===== src/rtl/cond_unit_if.sv =====
// Handshake and data bundle for cond_unit: upstream instruction fields, writeback
// handshake, gated side effects and the committed flag register.
interface cond_unit_if;
  logic       in_valid;
  logic       in_ready;
  logic [3:0] in_cond;
  logic       in_set_flags;
  logic       in_reg_we;
  logic       in_mem_we;
  logic       in_branch;
  logic       alu_zero;
  logic       alu_lt;
  logic       alu_gt;
  logic       flush;
  logic       out_valid;
  logic       out_ready;
  logic       out_reg_we;
  logic       out_mem_we;
  logic       out_pc_src;
  logic [2:0] flags_q;

  modport slave (
    input  in_valid, in_cond, in_set_flags, in_reg_we, in_mem_we, in_branch,
    input  alu_zero, alu_lt, alu_gt, flush, out_ready,
    output in_ready, out_valid, out_reg_we, out_mem_we, out_pc_src, flags_q
  );

  modport master (
    output in_valid, in_cond, in_set_flags, in_reg_we, in_mem_we, in_branch,
    output alu_zero, alu_lt, alu_gt, flush, out_ready,
    input  in_ready, out_valid, out_reg_we, out_mem_we, out_pc_src, flags_q
  );
endinterface


===== src/rtl/cond_unit.sv =====
// Condition evaluation / flag commit stage: one registered slot between ALU and writeback.
// Define COND_FWD_EN to forward pending flags from the output stage instead of stalling.
module cond_unit (
  input  logic        clk,
  input  logic        rst_n,
  cond_unit_if.slave  bus
);

  function automatic logic cond_pass(input logic [3:0] cond, input logic [2:0] f);
    logic z, lt, gt;
    z  = f[2];
    lt = f[1];
    gt = f[0];
    case (cond)
      4'b0000: cond_pass = z;
      4'b0001: cond_pass = !z;
      4'b0010: cond_pass = !lt;
      4'b0011: cond_pass = lt;
      4'b1000: cond_pass = gt;
      4'b1001: cond_pass = !gt;
      4'b1010: cond_pass = !lt;
      4'b1011: cond_pass = lt;
      4'b1100: cond_pass = gt;
      4'b1101: cond_pass = !gt;
      4'b1110: cond_pass = 1'b1;
      default: cond_pass = 1'b0;
    endcase
  endfunction

  logic       out_valid_reg;
  logic       out_reg_we_reg;
  logic       out_mem_we_reg;
  logic       out_pc_src_reg;
  logic       pend_set_reg;
  logic [2:0] cap_flags_reg;
  logic [2:0] flags_reg;

  logic       hazard;
  logic [2:0] eff_flags;
  logic       in_ready_next;
  logic       accept;
  logic       fire;
  logic       pass;
  logic [2:0] req;
  logic [2:0] gated;

`ifdef COND_FWD_EN
  // Pending flags in the output stage are used directly by the next instruction.
  assign hazard    = 1'b0;
  assign eff_flags = (out_valid_reg && pend_set_reg) ? cap_flags_reg : flags_reg;
`else
  // Hold the follower until the flag-setting instruction has committed.
  assign hazard    = out_valid_reg & pend_set_reg;
  assign eff_flags = flags_reg;
`endif

  assign in_ready_next = (!out_valid_reg || bus.out_ready) && !bus.flush && !hazard;
  assign accept        = bus.in_valid && in_ready_next;
  assign fire          = out_valid_reg && bus.out_ready && !bus.flush;
  assign pass          = cond_pass(bus.in_cond, eff_flags);

  // req/gated bit order: {branch, mem_we, reg_we}
  assign req = {bus.in_branch, bus.in_mem_we, bus.in_reg_we};
  for (genvar gi = 0; gi < 3; gi++) begin : g_gate
    assign gated[gi] = req[gi] & pass;
  end

  always_ff @(posedge clk or negedge rst_n) begin
    if (!rst_n) begin
      out_valid_reg  <= 1'b0;
      out_reg_we_reg <= 1'b0;
      out_mem_we_reg <= 1'b0;
      out_pc_src_reg <= 1'b0;
      pend_set_reg   <= 1'b0;
      cap_flags_reg  <= 3'b000;
      flags_reg      <= 3'b000;
    end else begin
      if (bus.flush) begin
        out_valid_reg  <= 1'b0;
        out_reg_we_reg <= 1'b0;
        out_mem_we_reg <= 1'b0;
        out_pc_src_reg <= 1'b0;
        pend_set_reg   <= 1'b0;
      end else if (accept) begin
        out_valid_reg  <= 1'b1;
        out_reg_we_reg <= gated[0];
        out_mem_we_reg <= gated[1];
        out_pc_src_reg <= gated[2];
        pend_set_reg   <= bus.in_set_flags & pass;
        cap_flags_reg  <= {bus.alu_zero, bus.alu_lt, bus.alu_gt};
      end else if (fire) begin
        out_valid_reg  <= 1'b0;
        out_reg_we_reg <= 1'b0;
        out_mem_we_reg <= 1'b0;
        out_pc_src_reg <= 1'b0;
        pend_set_reg   <= 1'b0;
      end

      if (fire && pend_set_reg) begin
        flags_reg <= cap_flags_reg;
      end
    end
  end

  assign bus.in_ready   = in_ready_next;
  assign bus.out_valid  = out_valid_reg;
  assign bus.out_reg_we = out_reg_we_reg;
  assign bus.out_mem_we = out_mem_we_reg;
  assign bus.out_pc_src = out_pc_src_reg;
  assign bus.flags_q    = flags_reg;

endmodule


===== src/flat_wrapper.sv =====
// flat-port wrapper written by rule: the top's interface ports become plain ports
module cond_unit_flat 
  (clk, rst_n, bus_in_valid, bus_in_cond, bus_in_set_flags, bus_in_reg_we, bus_in_mem_we, bus_in_branch, bus_alu_zero, bus_alu_lt, bus_alu_gt, bus_flush, bus_out_ready, bus_in_ready, bus_out_valid, bus_out_reg_we, bus_out_mem_we, bus_out_pc_src, bus_flags_q);
  cond_unit_if bus_i ();
  input  logic clk;
  input  logic rst_n;
  input wire logic [$bits(bus_i.in_valid)-1:0] bus_in_valid;
  input wire logic [$bits(bus_i.in_cond)-1:0] bus_in_cond;
  input wire logic [$bits(bus_i.in_set_flags)-1:0] bus_in_set_flags;
  input wire logic [$bits(bus_i.in_reg_we)-1:0] bus_in_reg_we;
  input wire logic [$bits(bus_i.in_mem_we)-1:0] bus_in_mem_we;
  input wire logic [$bits(bus_i.in_branch)-1:0] bus_in_branch;
  input wire logic [$bits(bus_i.alu_zero)-1:0] bus_alu_zero;
  input wire logic [$bits(bus_i.alu_lt)-1:0] bus_alu_lt;
  input wire logic [$bits(bus_i.alu_gt)-1:0] bus_alu_gt;
  input wire logic [$bits(bus_i.flush)-1:0] bus_flush;
  input wire logic [$bits(bus_i.out_ready)-1:0] bus_out_ready;
  output wire logic [$bits(bus_i.in_ready)-1:0] bus_in_ready;
  output wire logic [$bits(bus_i.out_valid)-1:0] bus_out_valid;
  output wire logic [$bits(bus_i.out_reg_we)-1:0] bus_out_reg_we;
  output wire logic [$bits(bus_i.out_mem_we)-1:0] bus_out_mem_we;
  output wire logic [$bits(bus_i.out_pc_src)-1:0] bus_out_pc_src;
  output wire logic [$bits(bus_i.flags_q)-1:0] bus_flags_q;
  assign bus_i.in_valid = bus_in_valid;
  assign bus_i.in_cond = bus_in_cond;
  assign bus_i.in_set_flags = bus_in_set_flags;
  assign bus_i.in_reg_we = bus_in_reg_we;
  assign bus_i.in_mem_we = bus_in_mem_we;
  assign bus_i.in_branch = bus_in_branch;
  assign bus_i.alu_zero = bus_alu_zero;
  assign bus_i.alu_lt = bus_alu_lt;
  assign bus_i.alu_gt = bus_alu_gt;
  assign bus_i.flush = bus_flush;
  assign bus_i.out_ready = bus_out_ready;
  assign bus_in_ready = bus_i.in_ready;
  assign bus_out_valid = bus_i.out_valid;
  assign bus_out_reg_we = bus_i.out_reg_we;
  assign bus_out_mem_we = bus_i.out_mem_we;
  assign bus_out_pc_src = bus_i.out_pc_src;
  assign bus_flags_q = bus_i.flags_q;
  cond_unit u_core (.clk(clk), .rst_n(rst_n), .bus(bus_i));
endmodule

===== config.mk =====
export PLATFORM = sky130hd
export DESIGN_NAME = cond_unit_flat
export DESIGN_NICKNAME = d
export VERILOG_FILES = /design/src/rtl/cond_unit_if.sv /design/src/rtl/cond_unit.sv /design/src/flat_wrapper.sv
export SDC_FILE = /design/constraint.sdc
export NUM_CORES = 1
export LEC_CHECK = 0
export ABC_AREA = 1
export CELL_PAD_IN_SITES_DETAIL_PLACEMENT = 2
export CELL_PAD_IN_SITES_GLOBAL_PLACEMENT = 2
export CORE_UTILIZATION = 21
export CTS_CLUSTER_DIAMETER = 30
export DETAILED_ROUTE_END_ITERATION = 8
export GPL_TIMING_DRIVEN = 0
export PLACE_DENSITY_LB_ADDON = 0.15
export SLEW_MARGIN = 20
export SYNTH_ARGS = -nofsm -noshare
export SYNTH_HDL_FRONTEND = slang
export SYNTH_SLANG_ARGS = --single-unit

===== constraint.sdc =====
create_clock -name clk -period 1.4 [get_ports clk]
set_clock_uncertainty 0.2 [all_clocks]
set_input_delay 0.21 -clock clk [delete_from_list [all_inputs] [get_ports clk]]
set_output_delay 0.21 -clock clk [all_outputs]
set_load 0.01 [all_outputs]

# Yosys cells after proc, flatten, opt, wreduce, memory -nomap -nowiden
# Index checks and enable logic that the tools add are counted.
[word_totals] reg_bits=11 elab_cells=55
[classes] n_eq_ne=10 n_reduce_logical=20 muxes=12 bitwise_logic=6
[op_table] operator="$eq A4 B4 Y1 const B" count=7
[op_table] operator="$mux W1" count=11
[op_table] operator="$eq A4 B2 Y1 const B" count=2
[op_table] operator="$reduce_or A2 Y1" count=4
[op_table] operator="$pmux W1 S7" count=1
[op_table] operator="$logic_and A1 B1 Y1" count=6
[op_table] operator="$logic_not A1 Y1" count=6
[op_table] operator="$and A1 B1 Y1" count=5
[op_table] operator="$eq A4 B1 Y1 const B" count=1
[op_table] operator="$logic_not A4 Y1" count=1
[op_table] operator="$reduce_bool A3 Y1" count=1
[op_table] operator="$reduce_and A2 Y1" count=1
[op_table] operator="$logic_or A1 B1 Y1" count=1
[op_table] operator="$not A1 Y1" count=1

# Longest topological paths before layout
[depth] word_depth=7 ltp_mapped=8 depth_no_buf=8

# Worst setup path before layout
# OpenSTA, ideal clock, no wires.
[synth_path] path_kind="flip-flop to flip-flop" startpoint="register u_core.pend_set_reg" endpoint="register u_core.cap_flags_reg[1]" slack_ns=0.197 t_arrival_ns=0.882 setup_time_ns=0.121 stages_incl_launch_ff=6 cell_sequence="dfrtp_1 > o21ai_2 > nand3_2 > buf_6 > nor2_1 > a21oi_1"
[synth_between] elab_chain_cells=5
[synth_rtl] element="from (decl)" line="cond_unit.sv:34" source="logic pend_set_reg;"
[synth_rtl] element="from (signal assigned)" line="cond_unit.sv:89" source="pend_set_reg <= bus.in_set_flags & pass;"
[synth_rtl] element="$and A1 B1 Y1" line="cond_unit.sv:53" source="assign hazard = out_valid_reg & pend_set_reg;"
[synth_rtl] element="$logic_not A1 Y1" line="cond_unit.sv:57" source="assign in_ready_next = (!out_valid_reg || bus.out_ready) && !bus.flush && !hazard;"
[synth_rtl] element="$logic_and A1 B1 Y1" line="cond_unit.sv:57"
[synth_rtl] element="$logic_and A1 B1 Y1" line="cond_unit.sv:58" source="assign accept = bus.in_valid && in_ready_next;"
[synth_rtl] element="$reduce_and A2 Y1 (no source line)"
[synth_rtl] element="to (signal assigned)" line="cond_unit.sv:90" source="cap_flags_reg <= {bus.alu_zero, bus.alu_lt, bus.alu_gt};"
[synth_rtl] element="to (decl)" line="cond_unit.sv:35" source="logic [2:0] cap_flags_reg;"
# No other way between the ends.
# A chain may end at the register's enable or synchronous reset.

# Worst setup path after layout
[layout_path] startpoint="register u_core.pend_set_reg" endpoint="output bus_in_ready"
[layout_between] elab_chain_cells=3
[layout_rtl] element="$and A1 B1 Y1" line="cond_unit.sv:53"
[layout_rtl] element="$logic_not A1 Y1" line="cond_unit.sv:57"
[layout_rtl] element="$logic_and A1 B1 Y1" line="cond_unit.sv:57"
[layout_rtl] element="to (decl)" line="flat_wrapper.sv:18" source="output wire logic [$bits(bus_i.in_ready)-1:0] bus_in_ready;"
# No other way between the ends.

==> impl_results.md <==
* First drt pass iteration count at 3
* Largest stage delay, worst path at roughly 0.40 ns
* Number of port buffers at 23
* Setup ws final at -0.0889 ns
* Register area share after synthesis at about 47%
* Fmax achieved at 0.672 GHz
* Synth Instances at 82
* Final #Nets at 131
* Outcome: complete, but fails checks
* TritonCTS clock tree: yes
* P_leak at ~0.00052 µW
* Drt initial violations at 5
* Area leader, netlist: dfrtp_1
* Fin util at a little over a third
* VDD IR-drop max at 0.000453 V
* Worst hold path type: primary input to async pin
* DPL Wire Length at 1.34 mm
* Yosys warnings at 0
* CP Capture Type: output pin
* Max clock buf depth at 2
* TritonCTS Buffers at 3
* WS Path Type: flop to output pin
* Root buf cell: clkbuf_4
* Max-slew headroom at 64.0%
* First-pass GRT wire length at 2.66 mm
* Ports at 24
* H-tree levels at 1
* Finished Layout Cells at 144
* Worst setup SP type: flop
* Register Area at 275 µm²
* Syn Nets at 98
* CP max-delay cell: dfrtp_1
* Pre-CTS WS at -0.564 ns
* Max Cap Viol at 0
* Yosys top cell area share at 46.9%
* Buf/Inv on CP at 1
* Slew Limit Fails at 0
* Avg Inst Size Synth at a little over 7 µm²
* Gpl congestion at 0.629
* Reg clk slew, reported paths at roughly 0.070 ns
* Synth unique cells at 15
* Number of global-route vias before repair at 563
* Maximum number of pins on one net before global-route repair at 12
* # hold bufs at CTS at 0
* Die area at 3010 µm²
* Layout area overhead at 58.2%
* Detailed Route WL at 1.74 mm
* Min Tclk post-route at 1.49 ns
* Power Density at ~900 nW/µm²
* Setup violators final at 1
* Core footprint at 2570 µm²
* Reg2Reg Depth at 6
* Crit path depth at 3
* Final Cycle Share at 106%
* Later-pin clock latency in the skew report at between 0.2 and 0.3 ns
* CP Cell Sequence: o21ai_2 > and2_1 > buf_2
* Actual slew at the worst max-slew pin at 0.538 ns
* Initial antenna violation count at 0
* Gr ovfl total at 0
* Starting density of the core at between 20 and 25%
* CP required at between 0.9 and 1 ns
* Die height at ~55 µm
* Fill count at 299
* # clock sinks at 11
* R2r endpoint: u_core.cap_flags_reg[2]$_DFFE_PN0P_
* Seq cells post-synth at 11
* Drt wl/cell at 12.0 µm
* Placed Cells at 135
* Layout cells sized above 1 at between 20% and 30%
* Routed vias at 615
* Endpoints failing hold at 0
* Crit path max-delay family: flip-flops
* DRC Markers at 0
* Row count at 18
* Setup TNS at -0.0889 ns
* R2r setup slk at 0.02 ns
* Critical Path AT at 1.08 ns
* Unrepaired setup endpoints after global routing: true
* Failing checks: negative setup slack
* Total inserted antenna cells at 0
* DR vias/cell at between 4 and 5
* CP max FO at 3
* Area occupied by multi-input gates at 249 µm²
* Reg2Reg Launch Point: u_core.pend_set_reg$_DFFE_PN0P_
* Die Wd at 54.9 µm
* ANT nets after route at 0
* Total global-route track usage at between 10% and 20%
* Mapped Area at 587 µm²
* Synth area leaders: dfrtp_1 (47%), nand2_1 (19%), inv_1 (10%)
## cells in the mapped netlist, drive strengths merged
cell	number
nand3	6
dfrtp	11
o21ai	4
and2	1
nor2	9
buf	1
a21oi	3
nand2	30
inv	17
## cell usage in the layout (no fill, tap or decap)
cell | netlist | routed
dlymetal6s2s_1 | 0 | 1
buf_4 | 0 | 3
clkbuf_1 | 0 | 1
buf_6 | 1 | 3
o21ai_1 | 1 | 1
nand3_2 | 1 | 2
clkdlybuf4s50_1 | 0 | 13
o21ai_0 | 2 | 2
inv_1 | 16 | 13
nand3_1 | 5 | 4
nand2_2 | 1 | 2
nor2_1 | 6 | 4
clkbuf_4 | 0 | 3
nand2_1 | 29 | 28
and2_1 | 1 | 1
nor2_2 | 3 | 5
buf_2 | 0 | 1
dlygate4sd2_1 | 0 | 6
inv_2 | 1 | 4
o21ai_2 | 1 | 1
clkdlybuf4s15_1 | 0 | 2
a21oi_1 | 3 | 3
dfrtp_1 | 11 | 11
## area by class of cell
cell class	count	share of cell area, %
Sequential cell	11	29.6
Timing Repair Buffer	28	28.6
Clock buffer	4	2.83
Tap cell	30	4.04
Inverter	17	6.87
Buffer	1	1.21
Multi-Input combinational cell	53	26.8
## per-stage QoR
| stage | cell area, µm² | hold slack, ns | total power [µW] |
|---|---|---|---|
| after floorplan | 587 | -0.286 | 480 |
| after global placement | 855 | 0.273 | 601 |
| after detailed placement | 855 | 0.279 | 613 |
| after CTS | 892 | 0.0946 | 842 |
| after global routing | 928 | 0.123 | 916 |
| final | 928 | 0.0840 | 847 |
## how the worst max path moves through the flow
stage / start / end
floorplan: u_core.pend_set_reg$_DFFE_PN0P_ / u_core.cap_flags_reg[1]$_DFFE_PN0P_
global placement: bus_out_ready / bus_in_ready
detailed placement: bus_out_ready / bus_in_ready
CTS: u_core.pend_set_reg$_DFFE_PN0P_ / bus_in_ready
global route: u_core.pend_set_reg$_DFFE_PN0P_ / bus_in_ready
finish: u_core.pend_set_reg$_DFFE_PN0P_ / bus_in_ready
## routing by layer
metal	share of wire, %	vias to the layer above	wire, µm	track usage [%]
met2	50	14	868	21.1
met1	44	294	771	16.4
met5	0	-	0	0
met4	0	0	0	3.85
li1	-	307	-	-
met3	5.5	0	95	5.28
## power breakdown
part / internal (µW) / leakage (µW) / switching, µW
registers: 354 / 0.000138 / 21.0
clock network: 110 / 0.0000150 / 110
logic: 129 / 0.000363 / 122
## what timing repair did
| item | CTS | global route |
|---|---|---|
| gates resized for setup | 14 | 10 |
| pin swaps | 2 | 3 |
| buffers inserted | 3 | 2 |
| endpoints found under the setup margin | 8 | 8 |
## kinds of logic (layout without fill, tap and decap cells)
| kind of cell | Yosys count | in the layout | share of synthesized area, % |
|---|---|---|---|
| buffers and inverters | 18 | 50 | 12.8 |
| DFF | 11 | 11 | 46.9 |
| and+or+nand+nor | 46 | 46 | 33.7 |
| AOI/OAI and AO/OA | 7 | 7 | 6.61 |
(Power assumes the default switching activity.)
==> edit 1: new RTL, same settings <==
Make the reset (`rst_n`) synchronous in one clocked block.
--- a/src/rtl/cond_unit.sv
+++ b/src/rtl/cond_unit.sv
@@ -65,7 +65,7 @@
     assign gated[gi] = req[gi] & pass;
   end
 
-  always_ff @(posedge clk or negedge rst_n) begin
+  always_ff @(posedge clk) begin
     if (!rst_n) begin
       out_valid_reg  <= 1'b0;
       out_reg_we_reg <= 1'b0;
Formal check against the unedited RTL: differs if rst_n is asserted again (counterexample within 4 cycles, from zero or initial values and one cycle with rst_n low); with rst_n held inactive, the same outputs for 10 cycles.
==> edit 1 against the unedited design <==
  * The run still ends with setup timing left
  * Largest cell class is now multi-input combinational cells
  * First-iteration DRC count is 60% lower
  * Design area is 9.3% lower
  * Synthesized area is 8.7% lower
  * Worst setup slack better by 78 ps
  * Global-route usage is 0.64 points lower
  * Wire length is 13% lower
  * Sequential cell count stayed put
Power is not compared: it rests on default switching activity, and its combinational part moved more than twofold at a synthesized area within 25%.
==> edit 1: results (changes against the unedited design) <==
- The net count reported at finish is 127 (-3.1%).
- The setup TNS is -10.8 ps (+78.1 ps).
- The worst-case register-to-register setup slack is 90 ps (+70 ps).
- The fraction of layout instances using a drive strength above 1 is 13.6% (-7.4 points).
- The worst hold margin was 262 ps (+178 ps).
- The number of port buffers is 23 (unchanged).
- The final reports fail on setup timing.
- The wire length on met3 came to 92 um (-3.2%).
- The synthesized instance count is 81 (-1.2%).
- The via count of the first global-routing pass came to 589 (+4.6%).
- The commonest cells after synthesis are 25 x sky130_fd_sc_hd__nand2_1, 14 x sky130_fd_sc_hd__inv_1, 11 x sky130_fd_sc_hd__a21oi_1, 11 x sky130_fd_sc_hd__dfxtp_1, 8 x sky130_fd_sc_hd__nand3_1.
- The post-place instance area is 801 sq um (-6.3%).
- The slew at the pin closest to its max-slew limit is 221 ps (-317 ps).
- The run finished, with violations left.
- The stage delay of the slowest cell on the critical path was 340 ps (-60 ps).
- The worst setup slack after layout came to -10.8 ps (+78.1 ps).
- The critical path arrival is 1000 ps (-80 ps).
- The type of the worst min-delay path is reg2reg.
- The number of fillers in the final layout was 287 (-4.0%).
- The via count came to 609 (-0.98%).
- The number of design-rule violations left by the first detailed-router iteration came to 2 (-3).
- The fraction of registers with async set/reset came to 0% (-100 points).
- The wire length of the first global-routing pass is 2530 um (-5.2%).
- Ranked by total cell area, the synthesized netlist is headed by sky130_fd_sc_hd__dfxtp_1 41%, sky130_fd_sc_hd__nand2_1 18%, sky130_fd_sc_hd__a21oi_1 10%.
- The amount of wire on met2 after detailed routing is 637 um (-27%).
- The detailed-route wire length on metal 1 came to 766 um (-0.65%).
- The highest metal layer carrying signal wires in the routed design is met4.
- The routed via count divided by cell count came to 4.41 (+3.3%).
- The final setup violation count was 1 (unchanged).
- The library cell occupying the most area in the post-synthesis netlist is sky130_fd_sc_hd__dfxtp_1.
- The pre-CTS setup slack is -693 ps (-129 ps).
- The post-synthesis net count came to 97 (-1.0%).
- The post-DP HPWL was 1200 um (-11%).
- The library cell contributing the largest single delay on the critical path is sky130_fd_sc_hd__dfxtp_2.
- The register area share after synthesis is 41.1% (-5.8 points).
[edit 1: logic make-up after synthesis]
| kind of cell | Yosys count | synth area share [%] |
|---|---|---|
| buf+inv | 14 | 9.81 |
| simple gates | 41 | 34.3 |
| flops | 11 | 41.1 |
| compound gates | 15 | 14.7 |
[edit 1: final cells by class]
class                           instances  area [sq um]  area share, %
Inverter                               14          52.6           6.24
Timing Repair Buffer                   25           233           27.6
Multi-Input combinational cell         56           270           32.1
Clock buffer                            4          26.3           3.12
Tap cell                               28          35.0           4.16
Sequential cell                        11           225           26.7
[edit 1: report_power, final]
| group | total (uW) | internal [uW] | switching (uW) | leakage (uW) |
|---|---|---|---|---|
| registers | 322 | 318 | 4.09 | 0.0000903 |
| logic | 114 | 60.4 | 53.7 | 0.000287 |
| clock network | 223 | 110 | 113 | 0.0000150 |
| total | 659 | 489 | 171 | 0.000392 |
[edit 1: final timing paths]
path                         startpoint                    end  depth (start not counted)
hold reg to reg   u_core.bus.out_pc_src  u_core.bus.out_pc_src                          2
hold / removal    u_core.bus.out_pc_src  u_core.bus.out_pc_src                          2
setup reg to reg    u_core.pend_set_reg  u_core.bus.out_mem_we                          6
setup / recovery    u_core.pend_set_reg           bus_in_ready                          3
[edit 1: worst min-delay path, cell delays in order (launching register included)]
cell	delay, ps
sky130_fd_sc_hd__dfxtp_1	310
sky130_fd_sc_hd__nand2_1	60
sky130_fd_sc_hd__a21oi_1	50
[edit 1: what timing repair did]
action / CTS / global route
resized for setup: 20 / 4
setup endpoints to repair: 12 / 5
hold buffers: 0 / 0
setup buffers: 1 / 1
pin swaps: 1 / 0
[edit 1: per-layer routing]
metal	GRT usage, %	up-vias
li1	-	314
met1	15.9	271
met2	20.7	21
met3	2.61	3
met4	5.26	0
met5	0	-
==> edit 2: new RTL, same settings <==
Without the edit above. Build with the macro `COND_FWD_EN` defined.
--- a/src/rtl/cond_unit.sv
+++ b/src/rtl/cond_unit.sv
@@ -1,5 +1,7 @@
 // Condition evaluation / flag commit stage: one registered slot between ALU and writeback.
 // Define COND_FWD_EN to forward pending flags from the output stage instead of stalling.
+`define COND_FWD_EN
+
 module cond_unit (
   input  logic        clk,
   input  logic        rst_n,
Function: changed (Yosys sat finds a counterexample within 4 cycles, from zero or initial values and one cycle with rst_n low).
==> edit 2 against the unedited design <==
  * Highest routed layer is now met4
  * Worst setup slack worse by 33 ps
  * Die area increased by 9.9%
  * Critical path type is now reg2reg
  * Sequential cell count unchanged
  * Combinational power rose by 14%
  * The run ends with DRC, setup timing left
  * Power up 4.5%
  * Sequential power grew 1%
  * Synthesized area up 10%
  * Largest cell class is now multi-input combinational cells
  * Design area increased by 13%
  * Sequential share of layout area fell by 3.2 points
  * Count of clock-buffer cells in the layout is the same
  * Wire length increased by 27%
==> edit 2: results (changes against the unedited design) <==
- In this run the critical register-to-register path is launched from u_core.bus.out_valid.
- The sequential share of power is 42.9% (-1.4 points).
- The multi-input logic area is 378 sq um (+52%).
- Yosys attributes the largest share of cell area to sky130_fd_sc_hd__dfrtp_1 43%, sky130_fd_sc_hd__nand2_1 21%, sky130_fd_sc_hd__inv_1 9.9%.
- The final setup violation count is 9 (+8).
- The register area share after synthesis is 42.6% (-4.4 points).
- The worst setup slack after layout is -122 ps (-33.2 ps).
- The path depth of the worst reg2reg path is 9 (+3).
- The setup fix buffers added after clock tree synthesis is 2 (-1).
- The checks that failed: DRC, setup timing.
- The post-synthesis net count is 116 (+18%).
- The timing startpoint of the critical path is u_core.bus.out_valid.
- The leakage power summed over all cells is 0.000546 uW (+5.7%).
- The worst relative slew slack is 61.7% (-2.4 points).
- The count of unresolved DRC violations after routing is 1 (+1).
- The wire length on met3 is 64 um (-33%).
- The power density normalized to cell area is 843 mW/mm^2 (-7.6%).
- The amount of wire on met2 after detailed routing was 1170 um (+35%).
- The post-detailed-routing wire length is 2200 um (+27%).
- The via count of the first global-routing pass is 822 (+46%).
- The internal power is 600 uW (+1.1%).
- The worst flop-to-flop path endpoint is u_core.bus.out_pc_src.
- The clock network area share is 2.50% (-0.33 points).
- The critical path arrival was 1480 ps (+400 ps).
- The worst supply voltage drop on vdd is 323 uV (-29%).
- The count of multi-input gates is 72 (+36%).
- The count of instances resized after the clock tree is built was 17 (+3).
- Routed signal wires occupy layers up through met4.
- The fraction of the mapped netlist area in compound gates is 8.32% (+1.7 points).
- The run finished, with violations left.
- The number of flip-flops and latches is 11 (unchanged).
- The detailed-route wire length on metal 1 was 946 um (+23%).
- The global-route usage over all layers was 15.1% (+1.8 points).
- The number of design-rule violations left by the first detailed-router iteration came to 20 (+15).
- The post-place instance area is 920 sq um (+7.6%).
- The number of search-and-repair iterations in the first detailed-routing pass is 6 (+3).
- The setup TNS is -869 ps (-780 ps).
[edit 2: stage by stage]
stage | total power (uW) | instances | hold WS [ps] | setup WS, ps
after floorplan | 493 | 100 | -286 | 24.2
after global placement | 617 | 154 | 268 | -418
after detailed placement | 628 | 154 | 277 | -432
after CTS | 857 | 160 | 119 | -138
after global routing | 953 | 163 | 118 | -221
final | 885 | 163 | 105 | -122
[edit 2: layer usage]
layer	up-vias	GRT usage, %
met3	2	2.27
li1	369	-
met4	0	5.23
met2	14	25.2
met5	-	0
met1	349	19.8
[edit 2: critical path, stage by stage, from the launching register on]
cell and delay (ps):
sky130_fd_sc_hd__dfrtp_2 430, sky130_fd_sc_hd__buf_8 150, sky130_fd_sc_hd__nand2_8 80, sky130_fd_sc_hd__nand2_1 70, sky130_fd_sc_hd__nand2_1 70, sky130_fd_sc_hd__nor2_1 40
sky130_fd_sc_hd__a21oi_1 140, sky130_fd_sc_hd__nand2_2 110, sky130_fd_sc_hd__nand2_1 80, sky130_fd_sc_hd__nand2_1 50
